### config.mk
export PLATFORM = sky130hd
export DESIGN_NAME = rx_mac
export DESIGN_NICKNAME = d
export VERILOG_FILES = /design/src/rtl/eth_pkg.sv /design/src/rtl/crc32_rx_update.sv /design/src/rtl/rx_mac.sv
export SDC_FILE = /design/constraint.sdc
export NUM_CORES = 1
export LEC_CHECK = 0
export ABC_AREA = 1
export CORE_ASPECT_RATIO = 1.4
export CORE_UTILIZATION = 25
export CTS_CLUSTER_DIAMETER = 150
export DETAILED_ROUTE_END_ITERATION = 10
export DONT_BUFFER_PORTS = 1
export GPL_ROUTABILITY_DRIVEN = 0
export PLACE_DENSITY = 0.38
export SKIP_CTS_REPAIR_TIMING = 1
export SLEW_MARGIN = 20
export SYNTH_ARGS = -nofsm -noshare
export SYNTH_HDL_FRONTEND = slang
export SYNTH_SLANG_ARGS = --single-unit
### constraint.sdc
create_clock -name rx_clk -period 2 [get_ports rx_clk]
set_input_delay 0.2 -clock rx_clk [delete_from_list [all_inputs] [get_ports rx_clk]]
set_output_delay 0.2 -clock rx_clk [all_outputs]
set_load 0.01 [all_outputs]
### src/rtl/eth_pkg.sv
`default_nettype none
// ============================================================================
// Module      : eth_pkg
// Description : XGMII character codes, CRC-32 constants and rx_mac FSM states.
// Revision    : 1.0 - initial release
// ============================================================================
package eth_pkg;

    localparam logic [7:0] c_start = 8'hFB;
    localparam logic [7:0] c_term  = 8'hFD;
    localparam logic [7:0] c_error = 8'hFE;
    localparam logic [7:0] c_idle  = 8'h07;
    localparam logic [7:0] c_pre   = 8'h55;
    localparam logic [7:0] c_sfd   = 8'hD5;

    localparam logic [31:0] c_crc_poly    = 32'hEDB88320;
    localparam logic [31:0] c_crc_init    = 32'hFFFFFFFF;
    localparam logic [31:0] c_crc_residue = 32'hDEBB20E3;

    typedef enum logic [1:0] {
        ST_IDLE     = 2'd0,
        ST_PREAMBLE = 2'd1,
        ST_DATA     = 2'd2,
        ST_FLUSH    = 2'd3
    } rx_state_t;

    // Byte count 1..3 maps to a contiguous keep; 0 stands for a full word.
    function automatic logic [3:0] keep_for_bytes(input logic [1:0] n);
        case (n)
            2'd1:    return 4'b0001;
            2'd2:    return 4'b0011;
            2'd3:    return 4'b0111;
            default: return 4'b1111;
        endcase
    endfunction

endpackage
`default_nettype wire

### src/rtl/crc32_rx_update.sv
`default_nettype none
// ============================================================================
// Module      : crc32_rx_update
// Description : Combinational reflected CRC-32 update over 1..4 bytes, lane 0 first.
// Revision    : 1.0 - initial release
// ============================================================================
module crc32_rx_update
    import eth_pkg::*;
(
    input  logic [31:0] crc_in,
    input  logic [31:0] data,
    input  logic [2:0]  byte_count,
    output logic [31:0] crc_out
);

    logic [31:0] w_crc_acc;

    always_comb begin
        w_crc_acc = crc_in;
        for (int b = 0; b < 4; b++) begin
            if (3'(b) < byte_count) begin
                w_crc_acc = w_crc_acc ^ {24'h0, data[8*b +: 8]};
                for (int i = 0; i < 8; i++) begin
                    w_crc_acc = w_crc_acc[0] ? ((w_crc_acc >> 1) ^ c_crc_poly) : (w_crc_acc >> 1);
                end
            end
        end
    end

    assign crc_out = w_crc_acc;

endmodule
`default_nettype wire

### src/rtl/rx_mac.sv
`default_nettype none
// ============================================================================
// Module      : rx_mac
// Description : 10G Ethernet receive MAC, 32-bit XGMII in, AXI-Stream out.
//               Optional CRC checking enabled by macro RX_MAC_CRC_CHECK_EN.
// Revision    : 1.0 - initial release
// ============================================================================
module rx_mac
    import eth_pkg::*;
#(
    parameter int AXIS_DATA_WIDTH  = 32,
    parameter int AXIS_DATA_BYTES  = AXIS_DATA_WIDTH / 8,
    parameter int XGMII_DATA_WIDTH = 32,
    parameter int XGMII_DATA_BYTES = XGMII_DATA_WIDTH / 8
) (
    input  logic                        rx_clk,
    input  logic                        rx_rst,
    input  logic [XGMII_DATA_WIDTH-1:0] in_xgmii_data,
    input  logic [XGMII_DATA_BYTES-1:0] in_xgmii_ctl,
    output logic [AXIS_DATA_WIDTH-1:0]  out_master_rx_tdata,
    output logic [AXIS_DATA_BYTES-1:0]  out_master_rx_tkeep,
    output logic                        out_master_rx_tvalid,
    output logic                        out_master_rx_tlast,
    output logic                        out_master_rx_tuser,
    output logic                        out_rx_good_frame,
    output logic                        out_rx_bad_frame
);

    rx_state_t r_state, w_state_next;

    logic [XGMII_DATA_WIDTH-1:0] r_word0, r_word1, w_word0_next, w_word1_next;
    logic                        r_valid0, r_valid1, w_valid0_next, w_valid1_next;
    logic                        r_err, w_err_next;
    logic [3:0]                  r_flush_keep, w_flush_keep_next;
    logic                        r_flush_bad, w_flush_bad_next;

    logic [AXIS_DATA_WIDTH-1:0]  w_tdata;
    logic [AXIS_DATA_BYTES-1:0]  w_tkeep;
    logic                        w_tvalid, w_tlast, w_tuser, w_good, w_bad;

    logic       w_start, w_preamble_ok, w_term, w_restart, w_crc_bad, w_frame_bad;
    logic [1:0] w_term_lane;

    assign w_start       = (in_xgmii_ctl == 4'b0001) &&
                           (in_xgmii_data == {c_pre, c_pre, c_pre, c_start});
    assign w_preamble_ok = (in_xgmii_ctl == 4'b0000) &&
                           (in_xgmii_data == {c_sfd, c_pre, c_pre, c_pre});

    // The lowest control lane decides; lanes below it are plain data.
    always_comb begin
        w_term_lane = 2'd0;
        if (in_xgmii_ctl[0])      w_term_lane = 2'd0;
        else if (in_xgmii_ctl[1]) w_term_lane = 2'd1;
        else if (in_xgmii_ctl[2]) w_term_lane = 2'd2;
        else if (in_xgmii_ctl[3]) w_term_lane = 2'd3;
    end

    assign w_term    = (|in_xgmii_ctl) &&
                       (in_xgmii_data[{w_term_lane, 3'b000} +: 8] == c_term);
    assign w_restart = in_xgmii_ctl[0] && (in_xgmii_data[7:0] == c_start);

`ifdef RX_MAC_CRC_CHECK_EN
    logic [31:0] r_crc, w_crc_word, w_crc_term_raw, w_crc_term;

    crc32_rx_update u_crc_word (
        .crc_in     (r_crc),
        .data       (in_xgmii_data),
        .byte_count (3'd4),
        .crc_out    (w_crc_word)
    );

    crc32_rx_update u_crc_term (
        .crc_in     (r_crc),
        .data       (in_xgmii_data),
        .byte_count ({1'b0, w_term_lane}),
        .crc_out    (w_crc_term_raw)
    );

    assign w_crc_term = (w_term_lane == 2'd0) ? r_crc : w_crc_term_raw;
    assign w_crc_bad  = (w_crc_term != c_crc_residue);

    always_ff @(posedge rx_clk or negedge rx_rst) begin
        if (!rx_rst) begin
            r_crc <= c_crc_init;
        end else if (r_state == ST_PREAMBLE) begin
            r_crc <= c_crc_init;
        end else if ((r_state == ST_DATA) && !w_term && !w_restart) begin
            r_crc <= w_crc_word;
        end
    end
`else
    assign w_crc_bad = 1'b0;
`endif

    assign w_frame_bad = r_err | w_restart | w_crc_bad;

    always_comb begin
        w_state_next      = r_state;
        w_word0_next      = r_word0;
        w_word1_next      = r_word1;
        w_valid0_next     = r_valid0;
        w_valid1_next     = r_valid1;
        w_err_next        = r_err;
        w_flush_keep_next = r_flush_keep;
        w_flush_bad_next  = r_flush_bad;
        w_tdata           = '0;
        w_tkeep           = '0;
        w_tvalid          = 1'b0;
        w_tlast           = 1'b0;
        w_tuser           = 1'b0;
        w_good            = 1'b0;
        w_bad             = 1'b0;

        case (r_state)
            ST_IDLE: begin
                if (w_start) w_state_next = ST_PREAMBLE;
            end

            ST_PREAMBLE: begin
                if (w_preamble_ok) begin
                    w_state_next  = ST_DATA;
                    w_valid0_next = 1'b0;
                    w_valid1_next = 1'b0;
                    w_err_next    = 1'b0;
                end else begin
                    w_state_next = ST_IDLE;
                end
            end

            ST_DATA: begin
                if (w_term || w_restart) begin
                    w_valid0_next = 1'b0;
                    w_valid1_next = 1'b0;
                    // Without R0 the frame holds fewer than 8 bytes: drop it.
                    if (!r_valid0) begin
                        w_bad        = 1'b1;
                        w_state_next = ST_IDLE;
                    end else begin
                        w_tdata  = r_word0;
                        w_tkeep  = 4'b1111;
                        w_tvalid = 1'b1;
                        if (w_term_lane == 2'd0) begin
                            w_tlast      = 1'b1;
                            w_tuser      = w_frame_bad;
                            w_good       = ~w_frame_bad;
                            w_bad        = w_frame_bad;
                            w_state_next = ST_IDLE;
                        end else begin
                            w_flush_keep_next = keep_for_bytes(w_term_lane);
                            w_flush_bad_next  = w_frame_bad;
                            w_state_next      = ST_FLUSH;
                        end
                    end
                end else begin
                    if (in_xgmii_ctl != 4'b0000) w_err_next = 1'b1;
                    w_word0_next  = r_word1;
                    w_valid0_next = r_valid1;
                    w_word1_next  = in_xgmii_data;
                    w_valid1_next = 1'b1;
                    if (r_valid0) begin
                        w_tdata  = r_word0;
                        w_tkeep  = 4'b1111;
                        w_tvalid = 1'b1;
                    end
                end
            end

            ST_FLUSH: begin
                w_tdata      = r_word1 & {{8{r_flush_keep[3]}}, {8{r_flush_keep[2]}},
                                          {8{r_flush_keep[1]}}, {8{r_flush_keep[0]}}};
                w_tkeep      = r_flush_keep;
                w_tvalid     = 1'b1;
                w_tlast      = 1'b1;
                w_tuser      = r_flush_bad;
                w_good       = ~r_flush_bad;
                w_bad        = r_flush_bad;
                w_state_next = ST_IDLE;
            end

            default: w_state_next = ST_IDLE;
        endcase
    end

    always_ff @(posedge rx_clk or negedge rx_rst) begin
        if (!rx_rst) begin
            r_state              <= ST_IDLE;
            r_word0              <= '0;
            r_word1              <= '0;
            r_valid0             <= 1'b0;
            r_valid1             <= 1'b0;
            r_err                <= 1'b0;
            r_flush_keep         <= '0;
            r_flush_bad          <= 1'b0;
            out_master_rx_tdata  <= '0;
            out_master_rx_tkeep  <= '0;
            out_master_rx_tvalid <= 1'b0;
            out_master_rx_tlast  <= 1'b0;
            out_master_rx_tuser  <= 1'b0;
            out_rx_good_frame    <= 1'b0;
            out_rx_bad_frame     <= 1'b0;
        end else begin
            r_state              <= w_state_next;
            r_word0              <= w_word0_next;
            r_word1              <= w_word1_next;
            r_valid0             <= w_valid0_next;
            r_valid1             <= w_valid1_next;
            r_err                <= w_err_next;
            r_flush_keep         <= w_flush_keep_next;
            r_flush_bad          <= w_flush_bad_next;
            out_master_rx_tdata  <= w_tdata;
            out_master_rx_tkeep  <= w_tkeep;
            out_master_rx_tvalid <= w_tvalid;
            out_master_rx_tlast  <= w_tlast;
            out_master_rx_tuser  <= w_tuser;
            out_rx_good_frame    <= w_good;
            out_rx_bad_frame     <= w_bad;
        end
    end

endmodule
`default_nettype wire

==> summary.md <==
| Metric | Value |
|---|---|
| Switch Pwr | `between 1 and 1.5 mW` |
| Period utilization | `0.8565` |
| Clock Latency Late Sink | `0.41 ns` |
| Dpl cells | `about 770` |
| Routed len/inst | `14.43 um` |
| Initial Utilization | `0.2541` |
| Seq/Total Area, Yosys | `0.6112` |
| Area delta synth->final | `24.10%` |
| # nets final | `about 610` |
| Drt total wl | `11920 um` |
| LEAKAGE | `2.824 nW` |
| Synth warn | `0` |
| Req. time, crit path | `roughly 2.3 ns` |
| First DRT Iteration DRCs | `roughly 240` |
| Crit path max fanout | `27` |
| CP max stage delay | `approximately 0.54 ns` |
| Top delay family on crit path | `simple AND/OR/NAND/NOR gates` |
| Setup TNS | `0 ns` |
| Core area | `around 19000 um^2` |
| Dominant cell type by area after synthesis | `dfrtp_1` |
| Worst slew margin | `0.7408` |
| Worst-path clk slew | `0.05 ns` |
| Syn_area_per_cell | `~8.8 um^2` |
| Port Buf Inserts | `0` |
| Antenna violations before repair | `0` |
| Sequential Power Share | `0.419` |
| Global-route wire length before repair | `about 19000 um` |
| Drt pass-1 iters | `4` |
| Distinct cells, synth | `22` |
| Reg2reg start | `r_state[0]` |
| Drt via density | `between 4 and 5` |
| CTS max path bufs | `2` |
| Min-Delay Path Class | `primary input to async pin` |
| FF-to-FF setup slack | `approximately 0.34 ns` |
| Die X-Extent | `roughly 120 um` |
| Num rows | `59` |
| Max-cap violation count | `0` |
| RSZ-0062 raised after global routing | `false` |
| Final setup violation count | `0` |
| Buf/Inv on CP | `3` |
| Clock power frac | `0.561` |
| Layout Cells excl Fill | `slightly above 800` |
| Pwr dens | `about 950 nW/um^2` |
| Largest net degree at the start of global routing | `between 100 and 150` |
| Switching power share of the total | `0.2018` |
| Actual slew at the worst max-slew pin | `0.3878 ns` |
| Worst path cell trace | `dlygate4sd3_1, inv_1, nand2_1, nor2_1, nand3_1, nand3_2, nand3_4, nand2_4, inv_2, nand2_1, nand2_1` |
| Clk root buf | `clkbuf_16` |
| Final Max Slew Viols | `0` |
| Worst R2R End | `r_flush_keep[3]` |
| Vias post-DR | `between 3000 and 4000` |
| VDD IR max | `about 0.00051 V` |
| Clock period minus worst slack | `about 1.7 ns` |
| Max H-tree Level | `4` |
| R2r worst-path depth | `8` |
| Clock buffer count from CTS | `17` |
| Die Y-Extent | `approximately 160 um` |
| Internal power | `around 4.4 mW` |
| Critical path endpoint | `r_word1[13]` |
| Layout cells sized above 1 | `0.07216` |
| #FFs+latches synth | `115` |
| Final Util | `0.3153` |
| Clock skew | `about 0.010 ns` |
| Fin. Hold Viols | `between 100 and 150` |
| Status | `finished, violations left` |
| CTS tree | `yes` |
| Slowest-stage cell, CP | `dlygate4sd3_1` |
| Residual DRC count | `0` |
| Die area | `19390 um^2` |
| Number of global-route vias before repair | `around 3300` |
| CP Launch Type | `primary input` |
| Hold slack | `-0.5126 ns` |
| Inserted Diodes | `0` |
| Crit path arrival time | `approximately 2 ns` |
| Failing checks | `hold timing` |
| Total GRT Usage | `0.1283` |
| I/O Pins | `79` |
| Worst setup EP type | `flop` |
| Max Freq | `around 0.58 GHz` |
| Worst Path Class, Setup | `primary input to flop` |
| Cell area after synthesis | `between 4000 and 5000 um^2` |
| Post-Synthesis Cells | `about 530` |
| Part of the power in combinational logic | `0.020` |
| Top cell by count, worst path | `nand2_1` |
| GRT overflow | `0` |
| Syn Nets | `approximately 570` |
| Crit. Startpoint | `in_xgmii_data[25]` |
| CTS sink count | `roughly 120` |
| Largest cells by area after synthesis | `dfrtp_1 61%, nand2_1 16%, o21ai_0 6.8%` |
| Final ANT Viol Nets | `0` |
| Hpwl dp | `between 7000 and 8000 um` |
| Stages on worst setup path | `11` |
| Yosys top cell area share | `0.6112` |
## kinds of logic (layout without fill, tap and decap cells)
logic type | after synthesis | count (layout) | synth area share
AOI/OAI and AO/OA | 82 | 82 | 0.08717
buffers and inverters | 83 | 132 | 0.07919
adders and majority gates | 2 | 2 | 0.005314
and+or+nand+nor | 251 | 251 | 0.2171
DFF | 115 | 115 | 0.6112
## metal layers
layer	share of wire	GRT usage	vias to the layer above	wire length (um)
met5	0	0	-	0
met4	0.017	0.05594	0	201
met3	0.059	0.04247	14	702
met2	0.49	0.2099	65	5882
met1	0.43	0.1537	1561	5131
li1	-	-	1721	-
## power by group through the flow
stage	sequential [mW]	combinational [mW]	clock [mW]
3_5_place_dp	2.37	0.0613	0
2_1_floorplan	2.37	0.0478	0
5_1_grt	2.33	0.125	3.32
4_1_cts	2.33	0.0617	3.20
3_3_place_gp	2.37	0.0617	0
6_report	2.33	0.111	3.12
## placed cells by master, fill, tap and decap left out, types with 3 or more instances in the layout
| cell | count |
|---|---|
| clkinv_2 | 3 |
| clkbuf_16 | 17 |
| inv_1 | 65 |
| clkinvlp_4 | 3 |
| o21ai_1 | 18 |
| nor2_1 | 26 |
| clkbuf_8 | 3 |
| nand3_1 | 13 |
| dfrtp_1 | 115 |
| dlygate4sd3_1 | 29 |
| o21ai_0 | 64 |
| bufinv_16 | 3 |
| clkbuf_1 | 3 |
| nand2_1 | 198 |
## synthesized netlist by cell type (all sizes together)
cell and n:
nand2 199, dfrtp 115, o21ai 82, inv 67
nor2 28, nand3 16, buf 14, clkbuf 2
ha 2, nand3b 2, nand4 2, nor3 2
or2 2
## sequential cells by signal (all words and copies together), names as in the netlist, 2 cells and up
register             flops
out_master_rx_tdata     32
r_word0                 32
r_word1                 32
out_master_rx_tkeep      4
r_flush_keep             4
r_state                  2
## layout make-up
class / count / area (um^2)
fill: 1937 / 12690
sequential: 115 / 2878
multi-input combinational: 335 / 1458
clock buffer: 23 / 478.0
timing repair buffer: 33 / 345.3
tap: 244 / 305.3
inverter: 67 / 251.5
clock inverter: 9 / 127.6
## worst min path at each step
stage,slack [ns],to,from,cells past startpoint
6_report,-0.51,out_master_rx_tdata[7],rx_rst,0
5_1_grt,-0.54,out_master_rx_tdata[7],rx_rst,0
4_1_cts,-0.53,out_master_rx_tdata[7],rx_rst,0
3_5_place_dp,-0.09,out_master_rx_tdata[7],rx_rst,0
3_3_place_gp,-0.09,out_master_rx_tdata[7],rx_rst,0
2_1_floorplan,-0.1,out_master_rx_tdata[0],rx_rst,0
## stage by stage
| stage | hold WS, ns | total power [mW] | instance area, um^2 | setup slack, ns |
|---|---|---|---|---|
| global placement | -0.09033 | 2.431 | 4947 | 0.3311 |
| detailed placement | -0.09034 | 2.430 | 4947 | 0.3286 |
| global route | -0.5365 | 5.772 | 5843 | 0.08416 |
| floorplan | -0.09559 | 2.418 | 4708 | 0.6662 |
| finish | -0.5126 | 5.559 | 5843 | 0.2869 |
| CTS | -0.5339 | 5.592 | 5553 | 0.3109 |
Note: power is estimated with default switching activity, not from simulation.
